--- src/rtl/irq_request_latch.sv ---
// Sticky request latch feeding priority_encoder_8_3: captures request events,
// masks them onto pend_out and runs the irq/ack handshake FSM.
module irq_request_latch #(
  parameter bit         EDGE_MODE = 1'b1,
  parameter logic [7:0] MASK_RST  = 8'h00
) (
  input  logic       clk,
  input  logic       rst,
  input  logic [7:0] req_in,
  input  logic       mask_wr,
  input  logic [7:0] mask_in,
  input  logic       ack,
  input  logic [2:0] ack_idx,
  input  logic       clear_lost,
  output logic [7:0] pend_out,
  output logic       irq,
  output logic [7:0] mask_out,
  output logic [7:0] lost
);

  typedef enum logic [1:0] {
    ST_IDLE   = 2'd0,
    ST_ASSERT = 2'd1,
    ST_CLEAR  = 2'd2
  } state_t;

  state_t     state_q, state_d;
  logic [7:0] req_q, req_d;
  logic [7:0] pending_q, pending_d;
  logic [7:0] mask_q, mask_d;
  logic [7:0] lost_q, lost_d;
  logic [7:0] ev_s;
  logic [7:0] clr_vec_s;
  logic [7:0] lost_set_s;

  // Event detection, retire vector and next values of the datapath registers.
  always_comb begin
    req_d = req_in;
    if (EDGE_MODE) begin
      ev_s = req_in & ~req_q;
    end else begin
      ev_s = req_in;
    end
    if ((state_q == ST_ASSERT) && ack) begin
      clr_vec_s = 8'h01 << ack_idx;
    end else begin
      clr_vec_s = 8'h00;
    end
    // A new event on a line being retired re-pends it without counting as lost.
    pending_d = (pending_q & ~clr_vec_s) | ev_s;
    if (EDGE_MODE) begin
      lost_set_s = ev_s & pending_q & ~clr_vec_s;
    end else begin
      lost_set_s = 8'h00;
    end
    if (clear_lost) begin
      lost_d = lost_set_s;
    end else begin
      lost_d = lost_q | lost_set_s;
    end
    if (mask_wr) begin
      mask_d = mask_in;
    end else begin
      mask_d = mask_q;
    end
  end

  // Datapath registers.
  always_ff @(posedge clk) begin
    if (rst) begin
      req_q     <= req_in;
      pending_q <= 8'h00;
      mask_q    <= MASK_RST;
      lost_q    <= 8'h00;
    end else begin
      req_q     <= req_d;
      pending_q <= pending_d;
      mask_q    <= mask_d;
      lost_q    <= lost_d;
    end
  end

  // FSM state register.
  always_ff @(posedge clk) begin
    if (rst) begin
      state_q <= ST_IDLE;
    end else begin
      state_q <= state_d;
    end
  end

  // FSM next state; CLEAR always returns to IDLE to force an irq-low gap.
  always_comb begin
    state_d = state_q;
    case (state_q)
      ST_IDLE: begin
        if (pend_out != 8'h00) begin
          state_d = ST_ASSERT;
        end else begin
          state_d = ST_IDLE;
        end
      end
      ST_ASSERT: begin
        if (ack) begin
          state_d = ST_CLEAR;
        end else if (pend_out == 8'h00) begin
          state_d = ST_IDLE;
        end else begin
          state_d = ST_ASSERT;
        end
      end
      ST_CLEAR: state_d = ST_IDLE;
      default:  state_d = ST_IDLE;
    endcase
  end

  // Outputs decoded from registers only.
  always_comb begin
    pend_out = pending_q & mask_q;
    irq      = (state_q == ST_ASSERT);
    mask_out = mask_q;
    lost     = lost_q;
  end

endmodule

--- config.mk ---
export PLATFORM = sky130hd
export DESIGN_NAME = irq_request_latch
export DESIGN_NICKNAME = d
export VERILOG_FILES = /design/src/rtl/irq_request_latch.sv
export SDC_FILE = /design/constraint.sdc
export NUM_CORES = 1
export LEC_CHECK = 0
export BUFFER_PORTS_ARGS = -buffer_cell sky130_fd_sc_hd__buf_2
export CORE_ASPECT_RATIO = 0.9
export CORE_UTILIZATION = 25
export CTS_BUF_LIST = sky130_fd_sc_hd__clkbuf_4 sky130_fd_sc_hd__clkbuf_8 sky130_fd_sc_hd__clkbuf_16
export CTS_CLUSTER_SIZE = 16
export DETAILED_ROUTE_END_ITERATION = 6
export SLEW_MARGIN = 25
export SYNTH_ARGS = -nofsm -noshare
export SYNTH_HDL_FRONTEND = slang
export SYNTH_SLANG_ARGS = --single-unit
--- constraint.sdc ---
create_clock -name clk -period 3 [get_ports clk]
set_clock_uncertainty 0.15 [all_clocks]
set_input_delay 0 -clock clk [delete_from_list [all_inputs] [get_ports clk]]
set_output_delay 0 -clock clk [all_outputs]
set_load 0.02 [all_outputs]
# [Word-level counts from Yosys, hierarchy flattened]
# Cells that the tools add are included.
[word_totals] ff_bits=34 output_inout_bits=25
[op_classes] eq_ne=1 shifts=1 muxes=6 bitwise_logic=9 n_reduce_logical=4
[op_table] op="$and A8 B8 Y8" count=5
[op_table] op="$mux W8" count=2
[op_table] op="$not A8 Y8" count=2
[op_table] op="$or A8 B8 Y8" count=2
[op_table] op="$logic_not A8 Y1" count=1
[op_table] op="$reduce_bool A8 Y1" count=1
[op_table] op="$shl A1 B3 Y8 const A" count=1
[op_table] op="$pmux W2 S2" count=1
[op_table] op="$eq A2 B1 Y1 const B" count=1
[op_table] op="$logic_not A2 Y1" count=1
[op_table] op="$mux W1" count=2
[op_table] op="$mux W2" count=1
[op_table] op="$logic_and A1 B1 Y1" count=1

# [Depth between registers and ports, before layout]
[logic_depth] depth_word=7 depth_mapped=4 depth_no_buf=3

# [Worst setup path before layout]
# No wires, ideal clock.
[synth_path] path_kind="register to register" start="register mask_q[2], in the netlist mask_out[2]" end="register state_q[0]" t_arrival_ns=1.398 required_time_ns=2.725 setup_slack_ns=1.327 path_stages_with_launch=4 path_buffers=0 path_cell_list="dfxtp_1 > and2_1 > or4_1 > o41a_1"
[synth_via] elab_chain_cells=5 word_cells_on_any_way=7 classes_between="mux: 4; bitwise: 1; reduce/logical: 2"
[synth_lines] element="start: declaration" line="30" text="logic [7:0] mask_q, mask_d;"
[synth_lines] element="start signal: assignment" line="78" text="mask_q <= mask_d;"
[synth_lines] element="$and A8 B8 Y8 (*)" line="119" text="pend_out = pending_q & mask_q;"
[synth_lines] element="net pend_out[2]" line="15" text="output logic [7:0] pend_out,"
[synth_lines] element="$logic_not A8 Y1" line="106" text="end else if (pend_out == 8'h00) begin"
[synth_lines] element="$mux W1" line="106"
[synth_lines] element="$mux W2" line="104" text="if (ack) begin"
[synth_lines] element="$pmux W2 S2 (*)" line="95" text="case (state_q)"
[synth_lines] element="end signal: assignment" line="88" text="state_q <= state_d;"
[synth_lines] element="end: declaration" line="27" text="state_t state_q, state_d;"
# Mark *: on every way through the listed nets, which the timed path passes. The rest lies on a longest branch.
# A chain may end at the register's enable or synchronous reset.

# [Worst setup path after layout]
[layout_path] start="register state_q[1]" end="register pending_q[4]"
[layout_via] elab_chain_cells=6
[layout_lines] element="$eq A2 B1 Y1" line="44" text="if ((state_q == ST_ASSERT) && ack) begin"
[layout_lines] element="$logic_and A1 B1 Y1" line="44"
[layout_lines] element="$mux W8" line="44"
[layout_lines] element="$not A8 Y8" line="50" text="pending_d = (pending_q & ~clr_vec_s) | ev_s;"
[layout_lines] element="$and A8 B8 Y8" line="50"
[layout_lines] element="$or A8 B8 Y8" line="50"
[layout_lines] element="end signal: assignment" line="77" text="pending_q <= pending_d;"
[layout_lines] element="end: declaration" line="29" text="logic [7:0] pending_q, pending_d;"
# Every way passes these cells.

==> results.yml <==
timing:
  whs_ns: 0.00607
  fmax_mhz: 509
  final_hold_viol_count: 0
  rsz0062_at_grt: "no"
  tns_ns: 0
  period_needed_ns: 1.96
  slew_headroom_pct: 66.2
  period_share_pct: 65.4
  setup_viol: 0
  slew_viol_final: 0
  worstMarginPinSlew_ns: 0.505
routing:
  via_per_inst: 4.44
  drt_wl_total_um: 3380
  drc: 0
  vias: 1146
  drtIter0Drc: 59
  ant_nets: 0
  dr.pass1.iters: 4
  routedWlPerCell_um: 13.1
critical_path:
  arrival_ns: 1.96
  startpoint_type: "flip-flop"
  cp.required_ns: 3.00
  crit_type: "flip-flop to flip-flop"
  worstPathMaxFanout: 5
  ff2ff_path_depth: 4
  critPathCaptureType: "flip-flop"
  r2r_start: "state_q[1]$_SDFF_PP0_"
  rrSetupSlack_ns: 1.04
  timing.rr.end: "pending_q[4]$_SDFF_PP0_"
hold_path:
  min_path_cells: 2
  min_from: "rst"
  worstHoldPathType: "input pin to flip-flop"
  hold_path_end: "mask_out[1]$_SDFFE_PP0P_"
grt:
  grt_pass1_wl_um: 5140
  grt_antenna_before_repair: 0
  first_global_vias: 1087
  grt_usage_pct: 14.2
  grt_remaining_overflow: 0
  grt_max_degree: 28
clock_tree:
  cts_inserted_buffers: 5
  htree_levels: 2
  cts.sinks: 34
  clk_pin_slew_ns: 0.07
  root_buffer: "clkbuf_8"
  cts_resized: 0
  cts_setup_buffers: 0
  cts_tree: "yes"
  cts.path.max_buffers: 2
  holdBufCountCts: 27
  clkLatencyLatePin_ns: 0.29
pwr:
  powerDensity_nw_per_um2: 550
  p_comb_share_pct: 12.5
  p_switching_mw: 0.241
  swShare_pct: 23.5
  vdd_drop_max_mv: 0.333
  power.share.clock_pct: 40.0
  p_seq_share_pct: 47.5
  power.leakage_nw: 0.847
  p_int_mw: 0.784
layout:
  syn2layout_area_growth_pct: 57.7
  register_area_sq_um: 681
  nNetsFinal: 219
  num_antenna_cells: 0
  drive_gt1_share_pct: 29.6
  multi_input_area_sq_um: 482
  fillers: 479
  final_cells: 258
run_status:
  status: "finished clean"
yosys:
  synthXorXnorAreaFrac_pct: 0
  syn_inst: 117
  synth_compound_area_share_pct: 14.4
  synth_nets: 141
  syn_area_per_cell_sq_um: 10.1
  synth_area_sq_um: 1180
  synth_fa_ha_area_share_pct: 0
  synth_top_family_by_area: "simple AND/OR/NAND/NOR gates"
  yosysSeqAreaShare_pct: 57.6
  yosysWarningCount: 0
  synth_cell_type_count: 21
  synthMuxAreaShare_pct: 6.78
  synth-seq-cells: 34
  synthSimpleGateAreaFrac_pct: 19.6
placement:
  port_buffers: 48
  dp_hpwl_um: 2130
  gp_congestion: 0.752
  dp_cells: 223
flow_run:
  max_cap_violations: 0
die:
  rows: 23
  core_region_area_sq_um: 4490
  fp.dieW_um: 74.5
  initial_core_util_pct: 26.3
  die-area_sq_um: 5000
  ios: 49
  fp.dieH_um: 67.2
==> power groups by stage <==
stage / Combinational, mW / Sequential [mW] / Clock, mW
final: 0.128 / 0.487 / 0.410
after floorplan: 0.0452 / 0.505 / 0
after global placement: 0.0952 / 0.496 / 0
after global routing: 0.139 / 0.489 / 0.437
after detailed placement: 0.0951 / 0.497 / 0
after CTS: 0.126 / 0.486 / 0.420
==> cell type report <==
class / instances / area share [%]
Timing Repair Buffer: 75 / 27.4
Clock buffer: 5 / 3.69
Inverter: 1 / 0.201
Tap cell: 62 / 4.16
Sequential cell: 34 / 36.5
Multi-Input combinational cell: 78 / 25.9
Clock inverter: 3 / 2.15
==> how the worst max path moves through the flow <==
stage,endpoint,slack (ns),cells past startpoint,startpoint
6_report,pending_q[4]$_SDFF_PP0_,1.04,4,state_q[1]$_SDFF_PP0_
3_5_place_dp,state_q[0]$_SDFF_PP0_,1.47,3,pending_q[1]$_SDFF_PP0_
2_1_floorplan,state_q[0]$_SDFF_PP0_,1.33,3,mask_out[2]$_SDFFE_PP0P_
5_1_grt,pending_q[4]$_SDFF_PP0_,0.94,4,state_q[1]$_SDFF_PP0_
4_1_cts,pending_q[4]$_SDFF_PP0_,1.05,4,state_q[1]$_SDFF_PP0_
3_3_place_gp,state_q[0]$_SDFF_PP0_,1.48,3,pending_q[1]$_SDFF_PP0_
==> sequential cells by signal, summed over array words and instances (netlist names) <==
name,count
pending_q,8
req_q,8
state_q,2
mask_out,8
lost,8
==> metrics by stage <==
stage	util, %	instance area (sq um)	worst slack [ns]	total power [mW]
floorplan	-	1180	1.33	0.550
global placement	33.1	1480	1.48	0.591
detailed placement	33.1	1480	1.47	0.592
CTS	41.5	1860	1.05	1.03
global route	41.5	1860	0.940	1.07
finish	41.5	1860	1.04	1.03
==> placed cells by master (no fill, tap or decap), types with 2 or more instances in the layout <==
| cell type | instances |
|---|---|
| buf_2 | 48 |
| dfxtp_1 | 34 |
| dlygate4sd3_1 | 27 |
| nand2b_1 | 10 |
| nand2_1 | 10 |
| nor2_1 | 9 |
| o31ai_1 | 9 |
| a21oi_1 | 9 |
| mux2i_1 | 8 |
| and2_1 | 7 |
| o21ai_0 | 6 |
| clkbuf_8 | 5 |
| clkinv_2 | 2 |
==> cells by family (layout without fill, tap and decap cells) <==
kind of cell / after synthesis / count (layout)
AOI/OAI and AO/OA: 27 / 27
buffers and inverters: 5 / 84
DFF: 34 / 34
muxes: 8 / 8
and+or+nand+nor: 43 / 43
==> worst max-delay path, stage by stage (launching register included) <==
cell and delay (ns):
dfxtp_1 0.35, nand4b_1 0.33, o31ai_1 0.34, dlygate4sd3_1 0.60
a21oi_1 0.06
==> metal layers <==
layer	track usage, %	up-vias	routed length [um]	part of all wire [%]
li1	-	561	-	-
met1	16.6	547	1470	44
met2	24.0	29	1730	51
met3	4.48	9	121	3.6
met4	5.66	0	55	1.6
met5	0	-	0	0
==> Yosys cell counts (all sizes together) <==
| master | count | area [sq um] |
|---|---|---|
| o41a | 1 | 11.3 |
| nand4bb | 1 | 11.3 |
| or4 | 1 | 7.51 |
| clkbuf | 4 | 15.0 |
| nor3 | 1 | 5.00 |
| nor2 | 9 | 33.8 |
| nor2b | 1 | 6.26 |
| nand2 | 10 | 37.5 |
| inv | 1 | 3.75 |
| or2 | 1 | 6.26 |
| mux2i | 8 | 80.1 |
| a21oi | 9 | 45.0 |
| dfxtp | 34 | 681 |
| a211oi | 1 | 7.51 |
| and2 | 8 | 52.6 |
| nand2b | 10 | 62.6 |
| o21ai | 6 | 30.0 |
| nand4b | 1 | 8.76 |
| o31ai | 9 | 67.6 |
| o2111ai | 1 | 8.76 |
Power figures use the tool's default switching activity.
